**src/rtl/bcrypt_wr_addr_seq.sv**
```systemverilog
// Write-address sequencer for bcrypt key expansion.
// Walks the P-array pairs, then S-box 0..3 pairs, one pair per en step,
// and drives the pair address plus one-hot chip selects.
module bcrypt_wr_addr_seq #(
   parameter int P_PAIRS = 9,
   parameter int S_PAIRS = 128,
   parameter int N_SBOX  = 4
) (
   input  logic       clk_2,
   input  logic       int_rst_l,
   input  logic       start,
   input  logic       en,
   output logic [6:0] wr_addr,
   output logic       csp,
   output logic       cs0,
   output logic       cs1,
   output logic       cs2,
   output logic       cs3,
   output logic       last,
   output logic       busy,
   output logic       done
);

   localparam int AW = $clog2(S_PAIRS);

   // One-hot state: each bit is a chip select, so the selects come
   // straight off flops. IDLE is all-zero.
   localparam logic [4:0] IDLE   = 5'b00000;
   localparam logic [4:0] SEG_P  = 5'b00001;
   localparam logic [4:0] SEG_S0 = 5'b00010;
   localparam logic [4:0] SEG_S1 = 5'b00100;
   localparam logic [4:0] SEG_S2 = 5'b01000;
   localparam logic [4:0] SEG_S3 = 5'b10000;

   logic [4:0]    state_q, state_d;
   logic [AW-1:0] addr_q, addr_d;
   logic          done_q, done_d;
   logic          seg_end;

   // Final pair of the current segment (P array is shorter than an S-box)
   assign seg_end = (state_q == SEG_P) ? (addr_q == AW'(P_PAIRS - 1))
                                       : (addr_q == AW'(S_PAIRS - 1));

   // State, address and done registers
   always_ff @(posedge clk_2 or negedge int_rst_l) begin
      if (!int_rst_l) begin
         state_q <= IDLE;
         addr_q  <= '0;
         done_q  <= 1'b0;
      end else begin
         state_q <= state_d;
         addr_q  <= addr_d;
         done_q  <= done_d;
      end
   end

   // Next state: start beats en; en steps the address or crosses a segment
   always_comb begin
      state_d = state_q;
      addr_d  = addr_q;
      done_d  = 1'b0;
      if (start) begin
         state_d = SEG_P;
         addr_d  = '0;
      end else if (en) begin
         if (!seg_end) begin
            addr_d = addr_q + AW'(1);
         end else begin
            addr_d = '0;
            case (state_q)
               SEG_P:   state_d = SEG_S0;
               SEG_S0:  state_d = SEG_S1;
               SEG_S1:  state_d = SEG_S2;
               SEG_S2:  state_d = SEG_S3;
               SEG_S3: begin
                  state_d = IDLE;
                  done_d  = 1'b1;
               end
               default: state_d = IDLE;
            endcase
         end
         // en is meaningless while idle: keep the address parked at 0
         if (state_q == IDLE) begin
            state_d = IDLE;
            addr_d  = '0;
            done_d  = 1'b0;
         end
      end
   end

   // Outputs decoded from the registered state
   always_comb begin
      wr_addr = 7'(addr_q);
      csp     = state_q[0];
      cs0     = state_q[1];
      cs1     = state_q[2];
      cs2     = state_q[3];
      cs3     = state_q[N_SBOX];
      busy    = |state_q;
      last    = (state_q == SEG_S3) && (addr_q == AW'(S_PAIRS - 1));
      done    = done_q;
   end

endmodule

```
**config.mk**
```make
export PLATFORM = sky130hd
export DESIGN_NAME = bcrypt_wr_addr_seq
export DESIGN_NICKNAME = d
export VERILOG_FILES = /design/src/rtl/bcrypt_wr_addr_seq.sv
export SDC_FILE = /design/constraint.sdc
export NUM_CORES = 1
export LEC_CHECK = 0
export BUFFER_PORTS_ARGS = -buffer_cell sky130_fd_sc_hd__buf_2
export CAP_MARGIN = 20
export CORE_ASPECT_RATIO = 1.2
export CORE_MARGIN = 2
export CORE_UTILIZATION = 34
export CTS_BUF_LIST = sky130_fd_sc_hd__clkbuf_16
export CTS_CLUSTER_DIAMETER = 150
export DETAILED_ROUTE_END_ITERATION = 10
export GPL_TIMING_DRIVEN = 0
export PLACE_DENSITY = 0.68
export SYNTH_ARGS = -nofsm -noshare
export SYNTH_HDL_FRONTEND = slang
export SYNTH_SLANG_ARGS = --single-unit
```
**constraint.sdc**
```tcl
create_clock -name clk_2 -period 1.9 [get_ports clk_2]
set_clock_uncertainty 0.2 [all_clocks]
set_input_delay 0.095 -clock clk_2 [delete_from_list [all_inputs] [get_ports clk_2]]
set_output_delay 0.095 -clock clk_2 [all_outputs]
set_load 0.005 [all_outputs]
```
* Word level (Yosys, flattened, before mapping)
Index checks and enable logic that the tools add are counted.
Cells by class: reductions and logical operators 6, equality and inequality tests 7, mux-type cells 15, add/sub/neg operators 1
Operators with widths (count):
- two-way mux 7 bit | 4
- two-way mux 5 bit | 4
- case mux 5 bit (4 select lines) | 1
- adder 7 x 1 -> 7 bit, second input constant | 1
- equality test 7 x 4 -> 1 bit, second input constant | 1
- equality test 7 bit, second input constant | 1
- two-way mux 1 bit | 6
- equality test 5 x 1 -> 1 bit, second input constant | 1
- equality test 5 x 2 -> 1 bit, second input constant | 1
- equality test 5 x 3 -> 1 bit, second input constant | 1
- equality test 5 x 4 -> 1 bit, second input constant | 1
- equality test 5 bit, second input constant | 1
- zero test 5 bit | 1
- OR reduction 5 bit | 1
- nonzero test 3 bit | 1
- AND reduction 2 bit | 1
- nonzero test 2 bit | 1
- logical AND 1 bit | 1
Word-level totals: bits in registers 13, logic and storage cells 32

* Depth between registers and ports, before layout
Gate-level depths: netlist of the first run.
depth in word-level cells 6, depth in mapped cells 6, gate-level depth less buffers 6

* Worst setup path after synthesis of the first run
Ideal clock, no wire load.
path type reg2reg, start register addr_q[4] (netlist: wr_addr[4]), end register addr_q[5] (netlist: wr_addr[5]), data required time 1.562 ns, arrival time 1.569 ns, stages on the path, launching flop included 5, setup time 0.138 ns, buffers on the path 0, setup slack -0.007 ns, cells stage by stage dfrtp_1 -> or4b_4 -> o211a_4 -> o21ai_1 -> o311ai_1
On the way: cells in the longest elaborated chain, start to end 6
Ends and longest elaborated chain:
- from (decl) | line 36 | logic [AW-1:0] addr_q, addr_d;
- from (signal assigned) | line 52 | addr_q <= addr_d;
- branches (longest 2 deep; another with adder 7 x 1 -> 7 bit)
- two-way mux 7 bit (*) | line 66 | if (!seg_end) begin
- two-way mux 7 bit (*) | line 83 | if (state_q == IDLE) begin
- two-way mux 7 bit (*) | line 65 | end else if (en) begin
- two-way mux 7 bit (*) | line 62 | if (start) begin
Mark *: on every way between the ends. The select of a mux whose other input is x is not followed. A chain may end at the register's enable or synchronous reset.

* Worst setup path after layout of the first run
start register addr_q[5] (netlist: wr_addr[5]), end register addr_q[3] (netlist: wr_addr[3])
On the way: cells in the longest elaborated chain, start to end 6
Ends and longest elaborated chain:
- equality test 7 bit / equality test 7 x 4 -> 1 bit (equally long branches) | line 42, 41
- two-way mux 1 bit (*) | line 41 | assign seg_end = (state_q == SEG_P) ? (addr_q == AW'(P_PAIRS - 1))
- two-way mux 7 bit (*) | line 66
- two-way mux 7 bit (*) | line 83
- two-way mux 7 bit (*) | line 65
- two-way mux 7 bit (*) | line 62
Mark *: on every way between the ends. The rest lies on a longest branch, timed or not. The select of a mux whose other input is x is not followed.

==> results of run 1 <==
-- final cells by class --
type,count,area [sq um],area share (%)
flip-flops and latches,13,337,28.7
multi-input cells,65,524,44.7
plain buffers,1,3.75,0.320
clock inverters,1,3.75,0.320
well taps,31,38.8,3.30
repair buffers,27,169,14.4
inverters,6,22.5,1.92
clock buffers,3,75.1,6.40
-- layout by cell type, fill, tap and decap left out, types with 2 or more instances in the layout --
cell type,Yosys,layout
and3_1,2,2
nor3_1,4,4
nor2_1,2,2
dfrtp_1,13,4
buf_4,0,7
a21o_1,2,2
or3_1,2,2
clkbuf_16,0,3
nand3_1,8,8
o2111ai_1,4,3
buf_2,0,17
nor2b_1,2,2
dfrtp_2,0,9
o211ai_1,3,3
dlygate4sd3_1,0,2
inv_1,6,7
o21ai_4,1,2
o311ai_1,3,2
mux2i_1,2,2
nand2_1,9,9
-- logic make-up (layout without fill, tap and decap cells) --
kind of cell	Yosys count	in the layout	share of synthesized area, %
AO/OA/AOI/OAI	24	24	25.0
adder cells (fa/ha/maj)	2	2	2.98
buffers and inverters	8	38	3.58
flip-flops	13	13	38.7
multiplexers	2	2	2.38
AND/OR/NAND/NOR	37	37	27.3
-- where the power goes --
group	internal, uW	switching, uW
logic	19.5	38.3
registers	283	5.85
clock network	278	117
total	580	161
-- through the flow --
step / instance area (sq um) / total power [uW]
floorplan: 843 / 320
global placement: 967 / 341
detailed placement: 967 / 342
CTS: 1150 / 743
global route: 1170 / 771
finish: 1170 / 741
-- worst paths after layout --
check,end,slack (ns)
hold / removal,done$_DFF_PN0_,0.07
setup / recovery,wr_addr[3]$_DFFE_PN0P_,-0.03
hold reg to reg,wr_addr[0]$_DFFE_PN0P_,0.32
min in group clk_2,state_q[0]$_DFFE_PN0P_,0.07
setup reg to reg,wr_addr[3]$_DFFE_PN0P_,-0.03
max in group asynchronous,wr_addr[4]$_DFFE_PN0P_,1.16
-- sequential cells by signal, indices dropped and copies added, names as in the netlist --
name and count:
done 1, wr_addr 7, state_q 5
-- metal layers --
layer,routed length (microns),global-route usage [%],up-vias
met3,113,2.28,7
met2,1120,29.0,35
met4,54,10.6,0
li1,-,-,395
met1,1040,23.2,416
met5,0,0,-
-- worst max-delay path, cell delays in order (launching register included) --
cell,delay (ns)
dfrtp_2,0.40
or4b_4,0.56
o211a_4,0.31
o2111ai_1,0.22
nand3_1,0.11
-- repair_timing --
| item | 4_1_cts | 5_1_grt |
|---|---|---|
| cloned | 0 | 0 |
| pin swaps | 9 | 6 |
| hold buffers | 2 | 0 |
| endpoints found under the setup margin | 13 | 14 |
| buffers inserted | 7 | 1 |
| endpoints found under the hold margin | 14 | 0 |
| gates resized for setup | 8 | 9 |
==> impl_results.md, run 1 <==
- Outcome: finished with violations
- Failing checks: negative setup slack
- Total track usage: 18.0%
- Detailed placement HPWL: 1500 microns
- Ys async rst share: 100%
- R2R depth: 4
- Die area: 2880 sq um
- Post-synth EDFFs: 0
- DRT antenna net count: 0
- Post-Syn Instances: 86
- H-tree levels: 1
- Reg2reg start: wr_addr[5]$_DFFE_PN0P_
- Tmin final: 1.93 ns
- HP Class: primary input to async pin
- Cell Count, Final, Fillers Out: 147
- Highest clock rate: 519 MHz
- Relative slew slack: 63.3%
- Final Hold Fails: 0
- Min Hold Slack: 0.0663 ns
- # diodes: 0
- Unrepaired setup endpoints after global routing: yes
- Post-layout nets: 123
- Placeable Area: 2310 sq um
- Final Setup Violations: 7
- Ys Warns: 0
- Sequential area share after synthesis: 38.7%
- Synthesized area per cell: 9.76 sq um
- Slew @ Worst Pin: 0.549 ns
- Synthesized Nets: 92
- Filler cells: 233
- Initial Util: 36.4%
- Routed len/inst: 15.8 microns
- Setup crit end kind: flip-flop
- Maximum number of pins on one net before global-route repair: 14
- Leakage: 0.000527 uW
- Maximum vdd drop: 0.495 mV
- Routed vias: 853
- Layout cells sized above 1: 42.2%
- Max-cap violations: 0
- Die W: 49.4 microns
- #FFs+latches synth: 13
- Number of global-route vias before repair: 842
- Number of DRC markers in iteration 0: 28
- Count of cell types in the netlist: 33
- Num CTS Buffers: 3
- Top_reg_cell synth: dfrtp_1
- Area growth syn-to-layout: 39.8%
- Synth area leaders: dfrtp_1 (39%), nand3_1 (4.8%), o2111ai_1 (4.2%), nand2_1 (4.0%), o311ai_1 (3.1%)
- Yosys top cell by area: dfrtp_1
- Gpl congestion: 0.877
- First-pass GRT wire length: 3990 microns
- Area share of the largest cell type after synthesis: 38.7%
- Pre-antenna DRT Iters: 4
- Critical path startpoint category: flip-flop
- Final setup TNS: -0.109 ns
- Pwr Density: 631 nW/um^2
- Final Util: 50.9%
- Tcrit/Tclk final: 101%
- Critical path required time: 1.81 ns
- Final wirelength: 2330 microns
- Die Span Y: 58.4 microns
- Setup CP Type: flip-flop to flip-flop
- Via/cell ratio: 5.80
- Antenna violations before repair: 0
- Num rows: 19
- Port Buffers: 17
- Top-count cell post-synth: dfrtp_1
- Final WS setup: -0.0272 ns
- CP max FO: 8
- Skew-Pair Late Insertion Delay: 0.24 ns
- CP arrival: 1.84 ns
- Synthesized area: 840 sq um
- Max Root-Sink Buffers: 2
- Grt total ovfl: 0
- Worst setup path start: wr_addr[5]$_DFFE_PN0P_
- Dpl ws: -0.176 ns
- Clock transition at path regs: 0.05 ns
- CTS sink cnt: 13
- Slew Viols, Final: 0
- Boundary pin count: 19
- Root Buffer: clkbuf_16
- DRC Markers: 0
- Synth top cells by count: dfrtp_1 (13), nand2_1 (9), nand3_1 (8)
- CTS tree: done
- Placed instance count: 134
Note: power is estimated with default switching activity, not from simulation.
==> inputs of run 2 (changes only) <==
- PLACE_DENSITY: 0.68 -> unset
==> run 2 against run 1 <==
Compared with the run above:
- the flow still finishes with violations (negative setup slack)
- sequential share of layout area shrank 0.98 points
- first-iteration DRC count shrank 46%
- largest cell class unchanged
- largest power group unchanged
- clock power is essentially flat
==> impl_results.md, run 2 (same netlist as run 1, synthesis figures left out) <==
- Layout cells sized above 1: 44.1%
- Slew Viols, Final: 0
- Total power: 747 uW
- Design Area, Final: 1210 sq um
- Die Span Y: 58.4 microns
- Maximum vdd drop: 0.368 mV
- Reg-to-reg endpoint: state_q[2]$_DFFE_PN0P_
- Total track usage: 18.6%
- Die area: 2880 sq um
- Final WS setup: -0.0268 ns
- Outcome: finished with violations
- Number of DRC markers in iteration 0: 15
- Flop-to-flop setup slack: -0.03 ns
- Num CTS Buffers: 3
- Die W: 49.4 microns
- DRC Markers: 0
- Area growth syn-to-layout: 43.7%
- Max Root-Sink Buffers: 2
- Routed len/inst: 15.4 microns
- Worst setup path start: wr_addr[5]$_DFFE_PN0P_
- Final Setup Violations: 6
- Setup crit end kind: flip-flop
- Critical path, cell by cell: or4b_4 -> o211a_4 -> o21ai_4 -> a32o_1
- Reg2reg start: wr_addr[5]$_DFFE_PN0P_
- End of the critical path: state_q[2]$_DFFE_PN0P_
- Unrepaired setup endpoints after global routing: yes
- Dpl ws: -0.143 ns
- Max reg flops: 7
- Filler cells: 232
- Max-cap violations: 0
- Num rows: 19
- Most frequent cells in the layout: buf_2 (17), buf_4 (10), nand2_1 (9)
- Highest clock rate: 519 MHz
- Final Util: 52.3%
- Gpl congestion: 0.797
- HP Class: primary input to async pin
- CP peak stage delay: 0.56 ns
- Tmin final: 1.93 ns
- Crit. path cell count: 4
- Detailed placement HPWL: 1540 microns
- Post-layout nets: 125
- Final Hold Fails: 0
- CP delay by family, top: compound AO/OA/AOI/OAI gates
- Min Hold Slack: 0.0678 ns
- CP max FO: 8
- Pwr Density: 619 nW/um^2
- Initial Util: 36.4%
- # diodes: 0
- Number of global-route vias before repair: 827
- Maximum number of pins on one net before global-route repair: 14
- Port Buffers: 17
- Slew @ Worst Pin: 0.518 ns
- R2R depth: 4
- Final wirelength: 2290 microns
- Commonest non-fill, non-tap cell in the layout: buf_2
- Setup CP Type: flip-flop to flip-flop
- Tcrit/Tclk final: 101%
- Pre-antenna DRT Iters: 4
- Routed vias: 831
- Footprint of the multi-input gates: 548 sq um
- Antenna violations before repair: 0
- Critical path startpoint category: flip-flop
- CP Buf/Inv Count: 0
- Seq. cell area: 334 sq um
- Relative slew slack: 65.4%
- H-tree levels: 1
- Placeable Area: 2310 sq um
- Clock transition at path regs: 0.05 ns
- Boundary pin count: 19
- CP max-delay cell: or4b_4
- Leakage: 0.000535 uW
- CTS tree: done
- Dpl cell area: 967 sq um
- Critical path required time: 1.88 ns
- Via/cell ratio: 5.58
- CP arrival: 1.91 ns
- CTS sink cnt: 13
- DRT antenna net count: 0
- Grt total ovfl: 0
- Root Buffer: clkbuf_16
- Skew-Pair Late Insertion Delay: 0.24 ns
- Failing checks: negative setup slack
- First-pass GRT wire length: 4030 microns
run 2: cell types whose count changed in the layout (fill, tap and decap cells not counted), sizes merged:
cell | before | now
buf | 25 | 27
run 2: routing by layer:
layer / up-vias / wire length (microns) / global-route usage, %
li1: 400 / - / -
met1: 396 / 964 / 22.1
met2: 28 / 1140 / 30.1
met3: 7 / 117 / 4.31
met4: 0 / 67 / 12.2
met5: - / 0 / 0
run 2: worst min path at each step:
stage	startpoint	endpoint	slack [ns]	cells after the start
floorplan	int_rst_l	done$_DFF_PN0_	-0.40	0
global placement	int_rst_l	state_q[1]$_DFFE_PN0P_	-0.20	1
detailed placement	int_rst_l	state_q[3]$_DFFE_PN0P_	-0.19	1
CTS	int_rst_l	state_q[1]$_DFFE_PN0P_	0.09	2
global route	int_rst_l	done$_DFF_PN0_	0.09	2
finish	int_rst_l	state_q[4]$_DFFE_PN0P_	0.07	2
run 2: cell type report:
cell class / count / share of cell area, %
multi-input combinational: 65 / 45.4
inverter: 6 / 1.87
clock inverter: 1 / 0.311
tap: 31 / 3.22
clock buffer: 3 / 6.22
timing repair buffer: 29 / 14.9
buffer: 1 / 0.311
sequential: 13 / 27.7
run 2: power by group:
part / internal (uW) / switching, uW / leakage, uW
registers: 283 / 5.78 / 0.000164
logic: 21.1 / 39.1 / 0.000330
clock network: 278 / 120 / 0.0000423
run 2: what timing repair did:
action	CTS	global route
resized for setup	7	10
endpoints found under the hold margin	14	0
buffers inserted	7	3
hold buffers	2	0
setup endpoints to repair	14	13
pin swaps	5	8
run 2: per-stage QoR:
step	std cells	TNS [ns]
after global placement	134	-0.678
final	149	-0.0746
after floorplan	86	0
after CTS	146	-0.181
after global routing	149	-0.635
after detailed placement	134	-0.924
